## src/rtl/key_entry_sequencer.sv

```systemverilog
// key_entry_sequencer
//
// Collects a fixed-length keypad code from the keyboard link and compares it
// against the armed code. It reports one result pulse per entry on the
// KEY_STATUS encoding. It also provides an inter-digit timeout and a lockout
// after too many consecutive wrong codes.
//
// Ports:
//   CLK          system clock (low-frequency oscillator)
//   RST_N        asynchronous active-low reset
//   KB_IN[1:0]   keypad digit, valid while KB_RECV is high (asynchronous)
//   KB_RECV      digit strobe from the keyboard chip (asynchronous)
//   VALID_KEY    armed code, first digit in the MSB pair
//   KEY_STATUS   one-cycle result: 0=OK, 1=TIMEOUT, 2=ERROR, 3=NO_KEY (idle)
//   LOCKED       high during lockout
//   ENTRY_ACTIVE high while a partial code is held
//   DIGIT_COUNT  number of digits held
//
// state   | meaning
// --------+-----------------------------------------------------------
// IDLE    | no digits held, waiting for the first strobe
// COLLECT | partial code held, inter-digit timer running
// LOCKOUT | too many wrong codes, strobes ignored until lock timer ends
module key_entry_sequencer #(
    parameter int unsigned CODE_LEN      = 4,
    parameter logic [17:0] DIGIT_TIMEOUT = 18'd50000,
    parameter logic [17:0] LOCK_CYCLES   = 18'd200000,
    parameter int unsigned MAX_FAILS     = 3
) (
    input  logic                  CLK,
    input  logic                  RST_N,
    input  logic [1:0]            KB_IN,
    input  logic                  KB_RECV,
    input  logic [2*CODE_LEN-1:0] VALID_KEY,
    output logic [1:0]            KEY_STATUS,
    output logic                  LOCKED,
    output logic                  ENTRY_ACTIVE,
    output logic [2:0]            DIGIT_COUNT
);

    typedef enum logic [1:0] {
        IDLE    = 2'd0,
        COLLECT = 2'd1,
        LOCKOUT = 2'd2
    } state_t;

    localparam logic [1:0]  KEY_OK      = 2'd0;
    localparam logic [1:0]  KEY_TIMEOUT = 2'd1;
    localparam logic [1:0]  KEY_ERROR   = 2'd2;
    localparam logic [1:0]  NO_KEY      = 2'd3;
    localparam int unsigned KEY_W       = 2 * CODE_LEN;
    localparam logic [2:0]  CODE_LEN_C  = 3'(CODE_LEN);
    localparam logic [2:0]  MAX_FAILS_C = 3'(MAX_FAILS);

    logic             recv_s1, recv_s2, recv_s3;
    logic [1:0]       kb_s1, kb_s2;
    state_t           state_q;
    logic [KEY_W-1:0] digits_q;
    logic [17:0]      timer_q;
    logic [17:0]      lock_q;
    logic [2:0]       fail_q;

    logic             strobe;
    logic [KEY_W-1:0] digits_next;
    logic [2:0]       count_inc;
    logic [2:0]       fail_inc;
    logic             final_digit;

    // Synchronizers and edge tracking run in every state, so a strobe that
    // rose during lockout cannot produce an event when lockout ends.
    always_ff @(posedge CLK or negedge RST_N) begin
        if (!RST_N) begin
            recv_s1 <= 1'b0;
            recv_s2 <= 1'b0;
            recv_s3 <= 1'b0;
            kb_s1   <= 2'd0;
            kb_s2   <= 2'd0;
        end else begin
            recv_s1 <= KB_RECV;
            recv_s2 <= recv_s1;
            recv_s3 <= recv_s2;
            kb_s1   <= KB_IN;
            kb_s2   <= kb_s1;
        end
    end

    assign strobe      = recv_s2 & ~recv_s3;
    // The newest digit enters at the LSB pair, so after CODE_LEN digits the
    // first one sits in the MSB pair, matching VALID_KEY.
    assign digits_next = {digits_q[KEY_W-3:0], kb_s2};
    assign count_inc   = DIGIT_COUNT + 3'd1;
    assign final_digit = (count_inc == CODE_LEN_C);
    assign fail_inc    = (fail_q >= MAX_FAILS_C) ? MAX_FAILS_C : fail_q + 3'd1;

    always_ff @(posedge CLK or negedge RST_N) begin
        if (!RST_N) begin
            state_q      <= IDLE;
            digits_q     <= '0;
            timer_q      <= '0;
            lock_q       <= '0;
            fail_q       <= 3'd0;
            KEY_STATUS   <= NO_KEY;
            LOCKED       <= 1'b0;
            ENTRY_ACTIVE <= 1'b0;
            DIGIT_COUNT  <= 3'd0;
        end else begin
            KEY_STATUS <= NO_KEY;
            case (state_q)
                IDLE, COLLECT: begin
                    // A strobe wins over a timer expiring on the same edge.
                    if (strobe) begin
                        if (final_digit) begin
                            digits_q     <= '0;
                            DIGIT_COUNT  <= 3'd0;
                            ENTRY_ACTIVE <= 1'b0;
                            state_q      <= IDLE;
                            if (digits_next == VALID_KEY) begin
                                KEY_STATUS <= KEY_OK;
                                fail_q     <= 3'd0;
                            end else begin
                                KEY_STATUS <= KEY_ERROR;
                                fail_q     <= fail_inc;
                                if (fail_inc == MAX_FAILS_C) begin
                                    state_q <= LOCKOUT;
                                    LOCKED  <= 1'b1;
                                    lock_q  <= LOCK_CYCLES - 18'd1;
                                end
                            end
                        end else begin
                            digits_q     <= digits_next;
                            DIGIT_COUNT  <= count_inc;
                            ENTRY_ACTIVE <= 1'b1;
                            timer_q      <= DIGIT_TIMEOUT - 18'd1;
                            state_q      <= COLLECT;
                        end
                    end else if (state_q == COLLECT) begin
                        if (timer_q == 18'd0) begin
                            KEY_STATUS   <= KEY_TIMEOUT;
                            digits_q     <= '0;
                            DIGIT_COUNT  <= 3'd0;
                            ENTRY_ACTIVE <= 1'b0;
                            state_q      <= IDLE;
                        end else begin
                            timer_q <= timer_q - 18'd1;
                        end
                    end
                end
                LOCKOUT: begin
                    if (lock_q == 18'd0) begin
                        LOCKED  <= 1'b0;
                        fail_q  <= 3'd0;
                        state_q <= IDLE;
                    end else begin
                        lock_q <= lock_q - 18'd1;
                    end
                end
                default: begin
                    state_q <= IDLE;
                end
            endcase
        end
    end

endmodule
```

## config.mk

```make
export PLATFORM = sky130hd
export DESIGN_NAME = key_entry_sequencer
export DESIGN_NICKNAME = d
export VERILOG_FILES = /design/src/rtl/key_entry_sequencer.sv
export SDC_FILE = /design/constraint.sdc
export NUM_CORES = 1
export LEC_CHECK = 0
export CORE_ASPECT_RATIO = 0.8
export CORE_MARGIN = 2
export CORE_UTILIZATION = 40
export CTS_BUF_LIST = sky130_fd_sc_hd__clkbuf_16
export CTS_CLUSTER_SIZE = 16
export DETAILED_ROUTE_END_ITERATION = 10
export SYNTH_ARGS = -nofsm -noshare
export SYNTH_HDL_FRONTEND = slang
export SYNTH_SLANG_ARGS = --single-unit
```

## constraint.sdc

```tcl
create_clock -name CLK -period 4.7 [get_ports CLK]
set_input_delay 0.47 -clock CLK [delete_from_list [all_inputs] [get_ports CLK]]
set_output_delay 0.47 -clock CLK [all_outputs]
set_load 0.05 [all_outputs]
```

==> results by group <==
Status
  – Outcome: completed

STA
  – Worst Slack Setup Final: 1.58 ns
  – Hold Violations, Final: 0
  – Crit share post-route: 0.663
  – Final Max Slew Viols: 0
  – Max Fclk: 0.321 GHz
  – Final setup TNS: 0 ns
  – Setup Viol. Count Final: 0
  – RSZ-0062 raised after global routing: no
  – Final Skew: 0.00524 ns
  – Minimum clock period: about 3.1 ns
  – Least-Margin Pin Slew: ~1.1 ns
  – Rel. slew slack: 0.239

Cells and area
  – Share of layout cells above drive strength 1: 0.104
  – Finished layout cell area: about 0.0036 mm^2
  – Most frequent cells in the layout: 59 x dfrtp_1, 25 x nand2_1, 21 x nor3_1
  – Area Growth Syn to Fin: 19.4%
  – Non-filler cells, final: approximately 430
  – Most common cell after layout, fill and taps aside: dfrtp_1
  – Fin nets: 340
  – Ant. Diodes: 0

Worst setup path
  – Critical path's top delay family: compound AO/OA/AOI/OAI gates
  – Setup crit end kind: register
  – Setup CP Type: register to register
  – Max FO, Critical Path: 11
  – Worst path bufs/invs: 1
  – Type of origin of the critical path: register
  – Crit path required time: 4.91 ns
  – CP Data Arrival Time: ~3.3 ns
  – Cell Chain, Critical Path: inv_1 -> ha_1 -> nor3b_1 -> nand3_1 -> o21ai_0 -> nor3_1 -> a211o_1
  – Max stage delay on crit path: 0.97 ns
  – CP max stage cell: o21ai_0

Power and ir drop
  – Cell leakage power: 1.49 nW
  – Peak VDD IR: 0.230 mV
  – Final Total Pwr: roughly 0.0017 W
  – P per Cell Area: 472 mW/mm^2

Global routing
  – Remaining Overflow, GRT: 0
  – Antenna violations before repair: 0
  – Total Routing Usage GR: 0.175
  – Largest net degree at the start of global routing: 62
  – Number of global-route vias before repair: 2,269
  – First-pass GRT wire length: about 11,000 um

Synthesis
  – Number of synthesis warnings: 0
  – Largest family of logic cells by synthesized area: simple AND/OR/NAND/NOR gates
  – Post-Synthesis Cells: 298
  – Primary FF master, synth: dfrtp_1
  – Adder-Cell Fraction of Synth Area: 0.0247
  – Fraction of registers with async set/reset: 1.00
  – Yosys cell types: 55
  – Post-synth EDFFs: 0
  – Synth Register Bits: 61
  – Avg Synthesized Cell Area: 10.2 um^2
  – Synth Area in XOR/XNOR: 0.0575
  – Compound-gate portion of the synthesized area: 0.174
  – Mux cell area share after synthesis: 0.0136
  – Syn nets: 317
  – Synth Area in Simple Gates: 0.197
  – Syn Std Cell Area: slightly above 0.003 mm^2
  – Fraction of the yosys area taken by sequential cells: 0.502

Clocking
  – Number of buffers added for setup after CTS: 0
  – Clock transition at the registers of the reported paths: 0.05 ns
  – Clock Sinks: 61
  – CTS resizes: 0
  – CTS Buf Count: 9
  – Clk root buf: clkbuf_16
  – CTS tree: done
  – H-tree depth: 3
  – Clk_lat worst skew: 0.33 ns
  – # hold bufs at CTS: 0
  – Max Buffers Root-to-Sink: 2

Place
  – Post-DP Area: 0.00333 mm^2
  – Pre-CTS setup slack: 1.61 ns
  – GPL Wtd Cong: 0.774
  – Dpl cells: 415
  – Detailed placement HPWL: 4330 um
  – Number of port buffers: 19

Route
  – Via count: roughly 2,400
  – Wire per inst: 14.9 um
  – Post-route ant nets: 0
  – Via density: 5.53
  – Routed WL: approximately 6400 um
  – Starting DRT DRC Count: 175
  – DR DRC count: 0
  – Detailed Routing Iterations Pass 1: 4

Hold path
  – Worst hold path type: input pin to async pin

Floorplan
  – Die X: 102 um
  – Die Y: 82.0 um
  – Site Rows: 28
  – Core Box Area: 0.00739 mm^2
  – Starting Density: 0.412
  – Die area: 0.00833 mm^2
  – Ports: 20

Flow run
  – Max cap viols: 0
[per-layer routing]
layer  wire length [um]  vias to the layer above  track usage
li1                   -                     1150            -
met1               3240                     1152        0.253
met2               2670                       74        0.232
met3                421                        7       0.0638
met4                 78                        0       0.0730
met5                  0                        -            0
[synth_stat cells (3+ instances only)]
library cell / number / area [um^2]
a2111oi_0: 3 / 26.3
a211o_1: 3 / 26.3
a211oi_1: 4 / 30.0
a21o_1: 6 / 45.0
a21oi_1: 16 / 80.1
a22o_2: 7 / 70.1
a31oi_1: 4 / 25.0
clkbuf_1: 4 / 15.0
dfrtp_1: 59 / 1480
ha_1: 6 / 75.1
inv_1: 12 / 45.0
mux2i_1: 3 / 30.0
nand2_1: 25 / 93.8
nand3_1: 7 / 35.0
nor2_1: 19 / 71.3
nor3_1: 21 / 105
nor3b_1: 3 / 22.5
nor4_1: 9 / 56.3
o21ai_0: 12 / 60.1
o31ai_1: 6 / 45.0
or3_1: 4 / 25.0
or4_1: 4 / 30.0
xnor2_1: 11 / 96.3
xor2_1: 9 / 78.8
[stage by stage]
stage,util,hold WS (ns)
2_1_floorplan,-,0.174
3_3_place_gp,0.450,0.332
3_5_place_dp,0.450,0.336
4_1_cts,0.492,0.340
5_1_grt,0.492,0.349
6_report,0.492,0.298
[worst reg2reg max path, cell delays in order, from the launching register on]
cell and delay, ns:
dfrtp_1 0.41, inv_1 0.07, ha_1 0.18, nor3b_1 0.63
nand3_1 0.35, o21ai_0 0.97, nor3_1 0.12, a211o_1 0.27
[area by class of cell]
cell class	instances	area, um^2
Inverter	12	45.0
Fill cell	679	3760
Sequential cell	61	1530
Clock buffer	9	225
Tap cell	105	131
Clock inverter	7	81.3
Multi-Input combinational cell	216	1420
Timing Repair Buffer	21	200
[sequential cells by signal (all words and copies together), names as in the netlist]
register and cells:
timer_q 18, LOCKED 1, ENTRY_ACTIVE 1, recv_s2 1
state_q 2, lock_q 18, KEY_STATUS 2, DIGIT_COUNT 3
recv_s3 1, kb_s1 2, kb_s2 2, digits_q 6
recv_s1 1, fail_q 3
[logic make-up after synthesis]
kind of cell	after synthesis
buffers and inverters	21
DFF	61
muxes	4
adders and majority gates	6
xor gates and xnor gates	20
and+or+nand+nor	111
AOI/OAI and AO/OA	75
[where the power goes]
group | switching [W] | internal (W) | total (W) | leakage (nW)
registers | 0.000106 | 0.000616 | 0.000722 | 0.716
clock network | 0.000227 | 0.000456 | 0.000683 | 0.155
logic | 0.000175 | 0.000137 | 0.000312 | 0.618
total | 0.000508 | 0.00121 | 0.00172 | 1.49
[path summary, 6_finish.rpt]
check                                  end  cells past startpoint      start  slack, ns
worst max-delay path            lock_q[15]                      7  lock_q[0]       1.58
worst min-delay path               recv_s2                      2      RST_N       0.30
worst max register to register  lock_q[15]                      7  lock_q[0]       1.58
worst min register to register    kb_s2[1]                      0   kb_s1[1]       0.34
max in group asynchronous         kb_s2[0]                      2      RST_N       3.89
min in group CLK                  kb_s2[1]                      0   kb_s1[1]       0.34
No activity file was read; power rests on OpenSTA's default activity.
